## src/rtl/hazard_stall_unit.sv

```systemverilog
// -----------------------------------------------------------------------------
// hazard_stall_unit
//
// Stall/flush controller for the 5-stage MIPS pipeline. It sits in ID next to
// the forwarding unit and handles the hazards that a bypass cannot resolve:
//   * load-use         : one bubble into ID/EX, PC and IF/ID held
//   * taken branch/jump: IF/ID loaded with a NOP, PC redirected
//   * data-memory wait : whole pipe frozen until DMemAck_i, with a timeout
//                        that parks the controller in HALT
//
// Parameters
//   CNT_W        width of the saturating StallCount_o / FlushCount_o
//   MEM_TIMEOUT  consecutive frozen memory cycles tolerated before HALT
//                (1 .. 2^16-1)
//
// Ports
//   clk_i, rst_i        clock (rising edge), asynchronous active-high reset
//   start_i             leave IDLE and run the pipeline
//   IfIdRsAddr_i        rs of the instruction in ID
//   IfIdRtAddr_i        rt of the instruction in ID
//   IfIdUsesRt_i        ID instruction reads rt as a source
//   IdExMemRead_i       instruction in EX is a load
//   IdExRtAddr_i        destination (rt) of the load in EX
//   BranchTaken_i       branch in ID resolved taken
//   JumpTaken_i         jump in ID
//   DMemReq_i           MEM stage has an access this cycle
//   DMemAck_i           data memory completes the access this cycle
//   PcWrite_o           PC update enable
//   IfIdWrite_o         IF/ID register enable
//   IfIdFlush_o         IF/ID loads a NOP
//   IdExFlush_o         ID/EX loads a NOP (bubble)
//   PipeFreeze_o        hold ID/EX, EX/MEM, MEM/WB and PC
//   MemTimeout_o        sticky: a memory wait exceeded MEM_TIMEOUT
//   StallCount_o        cycles stalled (PcWrite_o=0) while RUN/MEM_WAIT
//   FlushCount_o        cycles with IfIdFlush_o asserted
// -----------------------------------------------------------------------------
module hazard_stall_unit #(
    parameter int unsigned CNT_W       = 16,
    parameter int unsigned MEM_TIMEOUT = 255
) (
    input  logic             clk_i,
    input  logic             rst_i,
    input  logic             start_i,
    input  logic [4:0]       IfIdRsAddr_i,
    input  logic [4:0]       IfIdRtAddr_i,
    input  logic             IfIdUsesRt_i,
    input  logic             IdExMemRead_i,
    input  logic [4:0]       IdExRtAddr_i,
    input  logic             BranchTaken_i,
    input  logic             JumpTaken_i,
    input  logic             DMemReq_i,
    input  logic             DMemAck_i,
    output logic             PcWrite_o,
    output logic             IfIdWrite_o,
    output logic             IfIdFlush_o,
    output logic             IdExFlush_o,
    output logic             PipeFreeze_o,
    output logic             MemTimeout_o,
    output logic [CNT_W-1:0] StallCount_o,
    output logic [CNT_W-1:0] FlushCount_o
);

    // -------------------------------------------------------------------------
    // Types and constants
    // -------------------------------------------------------------------------
    typedef enum logic [1:0] {
        ST_IDLE     = 2'd0,
        ST_RUN      = 2'd1,
        ST_MEM_WAIT = 2'd2,
        ST_HALT     = 2'd3
    } state_e;

    localparam int unsigned WAIT_W = 16;

    // One bit wider than the wait counter so the "+1" compare cannot overflow.
    localparam logic [WAIT_W:0] TIMEOUT_LIM = (WAIT_W+1)'(MEM_TIMEOUT);

    // The first frozen cycle (in RUN) already counts as wait cycle 1, so a
    // timeout of 1 has expired by the time that cycle ends.
    localparam logic TIMEOUT_AT_ENTRY = (MEM_TIMEOUT <= 1);

    localparam logic [CNT_W-1:0] CNT_MAX = '1;

    // -------------------------------------------------------------------------
    // State
    // -------------------------------------------------------------------------
    state_e              state_q,       state_d;
    logic [WAIT_W-1:0]   wait_cnt_q,    wait_cnt_d;
    logic                mem_timeout_q, mem_timeout_d;
    logic [CNT_W-1:0]    stall_cnt_q,   stall_cnt_d;
    logic [CNT_W-1:0]    flush_cnt_q,   flush_cnt_d;

    // -------------------------------------------------------------------------
    // Hazard decode (pure function of state and inputs)
    // -------------------------------------------------------------------------
    logic            active;
    logic            mem_freeze;
    logic            load_use;
    logic            redirect;
    logic [WAIT_W:0] wait_next;
    logic            timeout_hit;

    assign active = (state_q == ST_RUN) || (state_q == ST_MEM_WAIT);

    // Once waiting, the outstanding access keeps the pipe frozen until the
    // ack arrives, whatever DMemReq_i does in the meantime.
    assign mem_freeze = (state_q == ST_MEM_WAIT) ? ~DMemAck_i
                                                 : (DMemReq_i & ~DMemAck_i);

    // $zero is never a real producer, so a load into r0 is never a hazard.
    assign load_use = IdExMemRead_i
                    && (IdExRtAddr_i != 5'd0)
                    && ((IdExRtAddr_i == IfIdRsAddr_i)
                        || (IfIdUsesRt_i && (IdExRtAddr_i == IfIdRtAddr_i)));

    assign redirect = BranchTaken_i | JumpTaken_i;

    assign wait_next   = {1'b0, wait_cnt_q} + (WAIT_W+1)'(1);
    assign timeout_hit = (wait_next >= TIMEOUT_LIM);

    // -------------------------------------------------------------------------
    // Pipeline control outputs
    // -------------------------------------------------------------------------
    // NOTE: every output gets a value before any branch; a path that skipped
    // one would leave it holding its old value and infer a latch.
    always_comb begin
        PcWrite_o    = 1'b0;
        IfIdWrite_o  = 1'b0;
        IfIdFlush_o  = 1'b0;
        IdExFlush_o  = 1'b0;
        PipeFreeze_o = 1'b1;

        if (active) begin
            PcWrite_o    = 1'b1;
            IfIdWrite_o  = 1'b1;
            PipeFreeze_o = 1'b0;

            if (mem_freeze) begin
                PcWrite_o    = 1'b0;
                IfIdWrite_o  = 1'b0;
                PipeFreeze_o = 1'b1;
            end else if (load_use) begin
                // A branch/jump seen now is ignored: the same instruction is
                // still in ID next cycle and is re-evaluated then.
                PcWrite_o    = 1'b0;
                IfIdWrite_o  = 1'b0;
                IdExFlush_o  = 1'b1;
            end else if (redirect) begin
                IfIdFlush_o  = 1'b1;
            end
        end
    end

    // -------------------------------------------------------------------------
    // Next-state logic
    // -------------------------------------------------------------------------
    always_comb begin
        state_d       = state_q;
        wait_cnt_d    = wait_cnt_q;
        mem_timeout_d = mem_timeout_q;

        unique case (state_q)
            ST_IDLE: begin
                wait_cnt_d = '0;
                if (start_i) begin
                    state_d = ST_RUN;
                end
            end

            ST_RUN: begin
                wait_cnt_d = '0;
                if (mem_freeze) begin
                    if (TIMEOUT_AT_ENTRY) begin
                        state_d       = ST_HALT;
                        mem_timeout_d = 1'b1;
                    end else begin
                        state_d    = ST_MEM_WAIT;
                        wait_cnt_d = WAIT_W'(1);
                    end
                end
            end

            ST_MEM_WAIT: begin
                if (DMemAck_i) begin
                    state_d    = ST_RUN;
                    wait_cnt_d = '0;
                end else if (timeout_hit) begin
                    state_d       = ST_HALT;
                    wait_cnt_d    = '0;
                    mem_timeout_d = 1'b1;
                end else begin
                    wait_cnt_d = wait_next[WAIT_W-1:0];
                end
            end

            ST_HALT: begin
                wait_cnt_d = '0;
            end

            default: begin
                state_d    = ST_IDLE;
                wait_cnt_d = '0;
            end
        endcase
    end

    // -------------------------------------------------------------------------
    // Saturating event counters
    // -------------------------------------------------------------------------
    always_comb begin
        stall_cnt_d = stall_cnt_q;
        flush_cnt_d = flush_cnt_q;

        // PcWrite_o is also low in IDLE/HALT, which must not count.
        if (active && !PcWrite_o && (stall_cnt_q != CNT_MAX)) begin
            stall_cnt_d = stall_cnt_q + CNT_W'(1);
        end

        if (IfIdFlush_o && (flush_cnt_q != CNT_MAX)) begin
            flush_cnt_d = flush_cnt_q + CNT_W'(1);
        end
    end

    // -------------------------------------------------------------------------
    // Registers
    // -------------------------------------------------------------------------
    // NOTE: state registers use non-blocking assignments so every flop samples
    // the pre-edge values regardless of statement order.
    always_ff @(posedge clk_i or posedge rst_i) begin
        if (rst_i) begin
            state_q       <= ST_IDLE;
            wait_cnt_q    <= '0;
            mem_timeout_q <= 1'b0;
            stall_cnt_q   <= '0;
            flush_cnt_q   <= '0;
        end else begin
            state_q       <= state_d;
            wait_cnt_q    <= wait_cnt_d;
            mem_timeout_q <= mem_timeout_d;
            stall_cnt_q   <= stall_cnt_d;
            flush_cnt_q   <= flush_cnt_d;
        end
    end

    assign MemTimeout_o = mem_timeout_q;
    assign StallCount_o = stall_cnt_q;
    assign FlushCount_o = flush_cnt_q;

endmodule

```

## config.mk

```make
export PLATFORM = sky130hd
export DESIGN_NAME = hazard_stall_unit
export DESIGN_NICKNAME = d
export VERILOG_FILES = /design/src/rtl/hazard_stall_unit.sv
export SDC_FILE = /design/constraint.sdc
export NUM_CORES = 1
export LEC_CHECK = 0
export ABC_AREA = 1
export CORE_UTILIZATION = 32
export CTS_CLUSTER_DIAMETER = 30
export DETAILED_ROUTE_END_ITERATION = 12
export GPL_ROUTABILITY_DRIVEN = 0
export PLACE_DENSITY = 0.61
export SLEW_MARGIN = 15
export SYNTH_ARGS = -nofsm -noshare
export SYNTH_HDL_FRONTEND = slang
export SYNTH_SLANG_ARGS = --single-unit
```

## constraint.sdc

```tcl
create_clock -name clk_i -period 2.26 [get_ports clk_i]
set_input_delay 0.678 -clock clk_i [delete_from_list [all_inputs] [get_ports clk_i]]
set_output_delay 0.678 -clock clk_i [all_outputs]
set_load 0.1 [all_outputs]
```

==> impl_summary.txt <==
----------------------------------------------------
[Logic synthesis]
  Commonest cells post-synth ... nand2_1 (125), inv_1 (66), dfrtp_1 (51), nor2_1 (50), nand3_1 (32)
  Synth top area cells ... dfrtp_1 (38%), nand2_1 (14%), inv_1 (7.4%), nor2_1 (5.6%), nand3_1 (4.8%)
  Post-synthesis area per instance ... 7.34 sq um
  Cell with the most instances after synthesis ... nand2_1
  Share of flip-flops with an asynchronous set or reset ... 100%
  Number of unique standard cell types used by synthesis ... 37
  Synth Warn # ... 0
  Library cell occupying the most area in the post-synthesis netlist ... dfrtp_1
  Flip-flop cell with the highest count after synthesis ... dfrtp_1
  Portion of the post-synthesis area used by sequential elements ... 38.1%
  Synthesized flop and latch total ... 51
  Number of enable-type register cells in the synthesized netlist ... 0
  Proportion of netlist area held by the largest area contributor ... 38.1%
  Number of instances in the synthesized netlist ... 457
  Post-synthesis cell area ... 3350 sq um

[Power and ir drop]
  Switching power share of the total ... 46.9%
  Ratio of total power to cell area ... 908 nW/um^2
  Cell-internal power ... 2340 uW
  Net switching power of the design ... 2060 uW
  Part of the total power dissipated in sequential elements ... 27.5%
  Total chip power ... 4390 uW
  Worst IR Drop VDD ... 0.000916 V
  Standby leakage power ... 0.00213 uW
  Share of power burned in the clock network ... 17.4%
  Logic pwr share ... 55.2%

[Flow run]
  Max-cap violations ... 0

[Global routing]
  Peak-usage layer in the global routing report ... met2
  Largest net degree at the start of global routing ... 52
  Met2 global-route usage ... 25.6%
  Met3 layer usage reported by global route ... 2.94%
  Wire length of the first global-routing pass ... 13600 um
  Initial antenna violation count ... 0
  Global-route usage over all layers ... 15.0%
  Via count of the first global-routing pass ... 3021
  Met1 Track Usage GR ... 19.5%
  Grt ovf ... 0

[Timing]
  Final worst slack ... -0.163 ns
  Fin Clk Skew ... 0.0118 ns
  Setup repair after global routing missed its margin ... true
  Final Max Slew Viols ... 0
  Worst Hold Slack ... 0.466 ns
  Fin. Hold Viols ... 0
  Setup violation total in the final timing report ... 4
  Final Critical Period ... 2.42 ns
  Period Utilization, post-route ... 107%
  Highest achievable clock rate ... 0.413 GHz

[Clock network]
  Library cell used as clock root buffer ... clkbuf_8
  Clock-pin transition on the worst setup and hold timing paths ... 0.09 ns
  Clock latency at the later pin of the worst-skew pair ... 0.31 ns
  TritonCTS clock tree ... built
  Number of hold buffers added after cts ... 0
  Number of clock buffers inserted by TritonCTS ... 5
  CTS H-tree depth ... 2
  Number of buffers on the longest clock path ... 2
  Sinks on Clock Net ... 51

[Die]
  Die area ... 10900 sq um
  Core region area ... 10200 sq um
  Number of rows created at floorplan ... 37
  Die Wd ... 104 um
  Vertical extent of the die ... 104 um
  Starting density of the core ... 32.8%
  Top-Level Pins ... 62

[Finish]
  Share of cells above drive strength 1 ... 24.5%
  Utilization after layout ... 47.3%
  Area added between synthesis and finish ... 44.3%
  Count of inserted antenna diode cells ... 0
  Net count, final ... 575
  Number of fill cells in the layout ... 990

[Setup path]
  Critical path data required time ... 1.58 ns
  Cell-by-cell listing of the critical path ... buf_6 -> inv_1 -> nor2_2 -> nor3_2 -> nand3_1 -> nand2_2 -> buf_6 -> a21oi_4 -> buf_12
  Largest stage delay on the critical path ... 0.22 ns
  Arrival time at the worst endpoint ... 1.74 ns
  Crit. End Element ... output pin
  Crit path launch type ... input port
  Buffers & Inverters on Critical Path ... 4
  Cell family contributing the most delay on the critical path ... buffers and inverters
  Setup Crit Path Kind ... input port to output pin
  Cell with the largest stage delay on the worst path ... a21oi_4
  Most frequent CP cell ... buf_6
  Biggest fanout along the worst timing path ... 4

[Detailed routing]
  First-pass iteration count of the detailed router ... 4
  Routed WL per cell ... 11.3 um
  Via density per instance ... 4.48
  Drt total wl ... 7690 um
  First DRT Iteration DRCs ... 92
  Remaining DRCs ... 0
  Number of nets with antenna violations after detailed routing ... 0
  Vias ... 3041

[Placement]
  Port buffer count ... 61
  Total half-perimeter wirelength after legalization and detailed placement ... 5750 um
  Post-Place Setup Slack ... -0.605 ns

[Status]
  Outcome ... finished with violations
  Violations in the final reports ... setup timing

[Min path]
  Class of the tightest hold or removal check ... flip-flop to flip-flop

----------------------------------------------------
## through the flow
step	std cells	instance area [sq um]	TNS [ns]
6_report	679	4840	-0.568
5_1_grt	679	4840	-0.855
4_1_cts	680	4810	-0.785
3_5_place_dp	666	4600	-12.57
3_3_place_gp	666	4600	-10.00
2_1_floorplan	464	3460	-4.10
## registers in the layout (all words and copies together), names as in the netlist
register	count
state_q	2
wait_cnt_q	16
FlushCount_o	16
StallCount_o	16
MemTimeout_o	1
## path summary, 6_finish.rpt
check	from	to	slack, ns	cells past startpoint
min reg2reg	MemTimeout_o	MemTimeout_o	0.47	1
max	IdExRtAddr_i[2]	PcWrite_o	-0.16	9
max reg2reg	wait_cnt_q[0]	wait_cnt_q[2]	0.33	11
min in group asynchronous	rst_i	StallCount_o[2]	0.72	3
min	MemTimeout_o	MemTimeout_o	0.47	1
max in group asynchronous	rst_i	state_q[1]	1.27	3
## layout make-up
| type | instances | area [sq um] | area share, % |
|---|---|---|---|
| Clock buffer | 6 | 72.6 | 1.50 |
| Inverter | 68 | 255 | 5.28 |
| Tap cell | 136 | 170 | 3.52 |
| Clock inverter | 2 | 60.1 | 1.24 |
| Multi-Input combinational cell | 338 | 1930 | 39.9 |
| Timing Repair Buffer | 78 | 1060 | 22.0 |
| Sequential cell | 51 | 1290 | 26.6 |
## routing by layer
layer  vias up  routed length [um]
met4         0                  51
met5         -                   0
li1       1588                   -
met3         4                 274
met1      1403                3520
met2        46                3850
## cell usage in the layout, fill, tap and decap left out, drive strengths merged, types with 2 or more instances in the layout
cell / netlist / layout
a21oi: 4 / 4
buf: 6 / 69
bufinv: 0 / 2
clkbuf: 1 / 6
clkdlybuf4s15: 0 / 3
clkdlybuf4s50: 0 / 4
conb: 1 / 8
dfrtp: 51 / 51
dlygate4sd2: 0 / 2
ha: 9 / 9
inv: 67 / 67
nand2: 127 / 127
nand3: 36 / 36
nand3b: 4 / 4
nand4: 10 / 10
nor2: 59 / 59
nor3: 8 / 8
o21ai: 30 / 30
o21bai: 4 / 4
xnor2: 18 / 18
xor2: 15 / 15
## power groups by stage
stage	clock (uW)	sequential, uW	combinational, uW
after floorplan	0	1740	1060
after global placement	0	1230	2300
after detailed placement	0	1230	2320
after CTS	783	1210	2440
after global routing	821	1230	2570
final	763	1210	2420
## cell families after synthesis
| group | synth area share [%] |
|---|---|
| other | 0.112 |
| XOR/XNOR | 8.62 |
| flip-flops | 38.1 |
| AND/OR/NAND/NOR | 33.3 |
| AO/OA/AOI/OAI | 7.43 |
| adder cells (fa/ha/maj) | 3.36 |
| buffers and inverters | 9.10 |
## what timing repair did
action | CTS | global route
setup endpoints to repair | 12 | 5
resized for setup | 86 | 12
pin swaps | 27 | 18
gates cloned | 0 | 0
endpoints found under the hold margin | 0 | 0
buffers inserted | 6 | 0
Note: power is estimated with default switching activity, not from simulation.
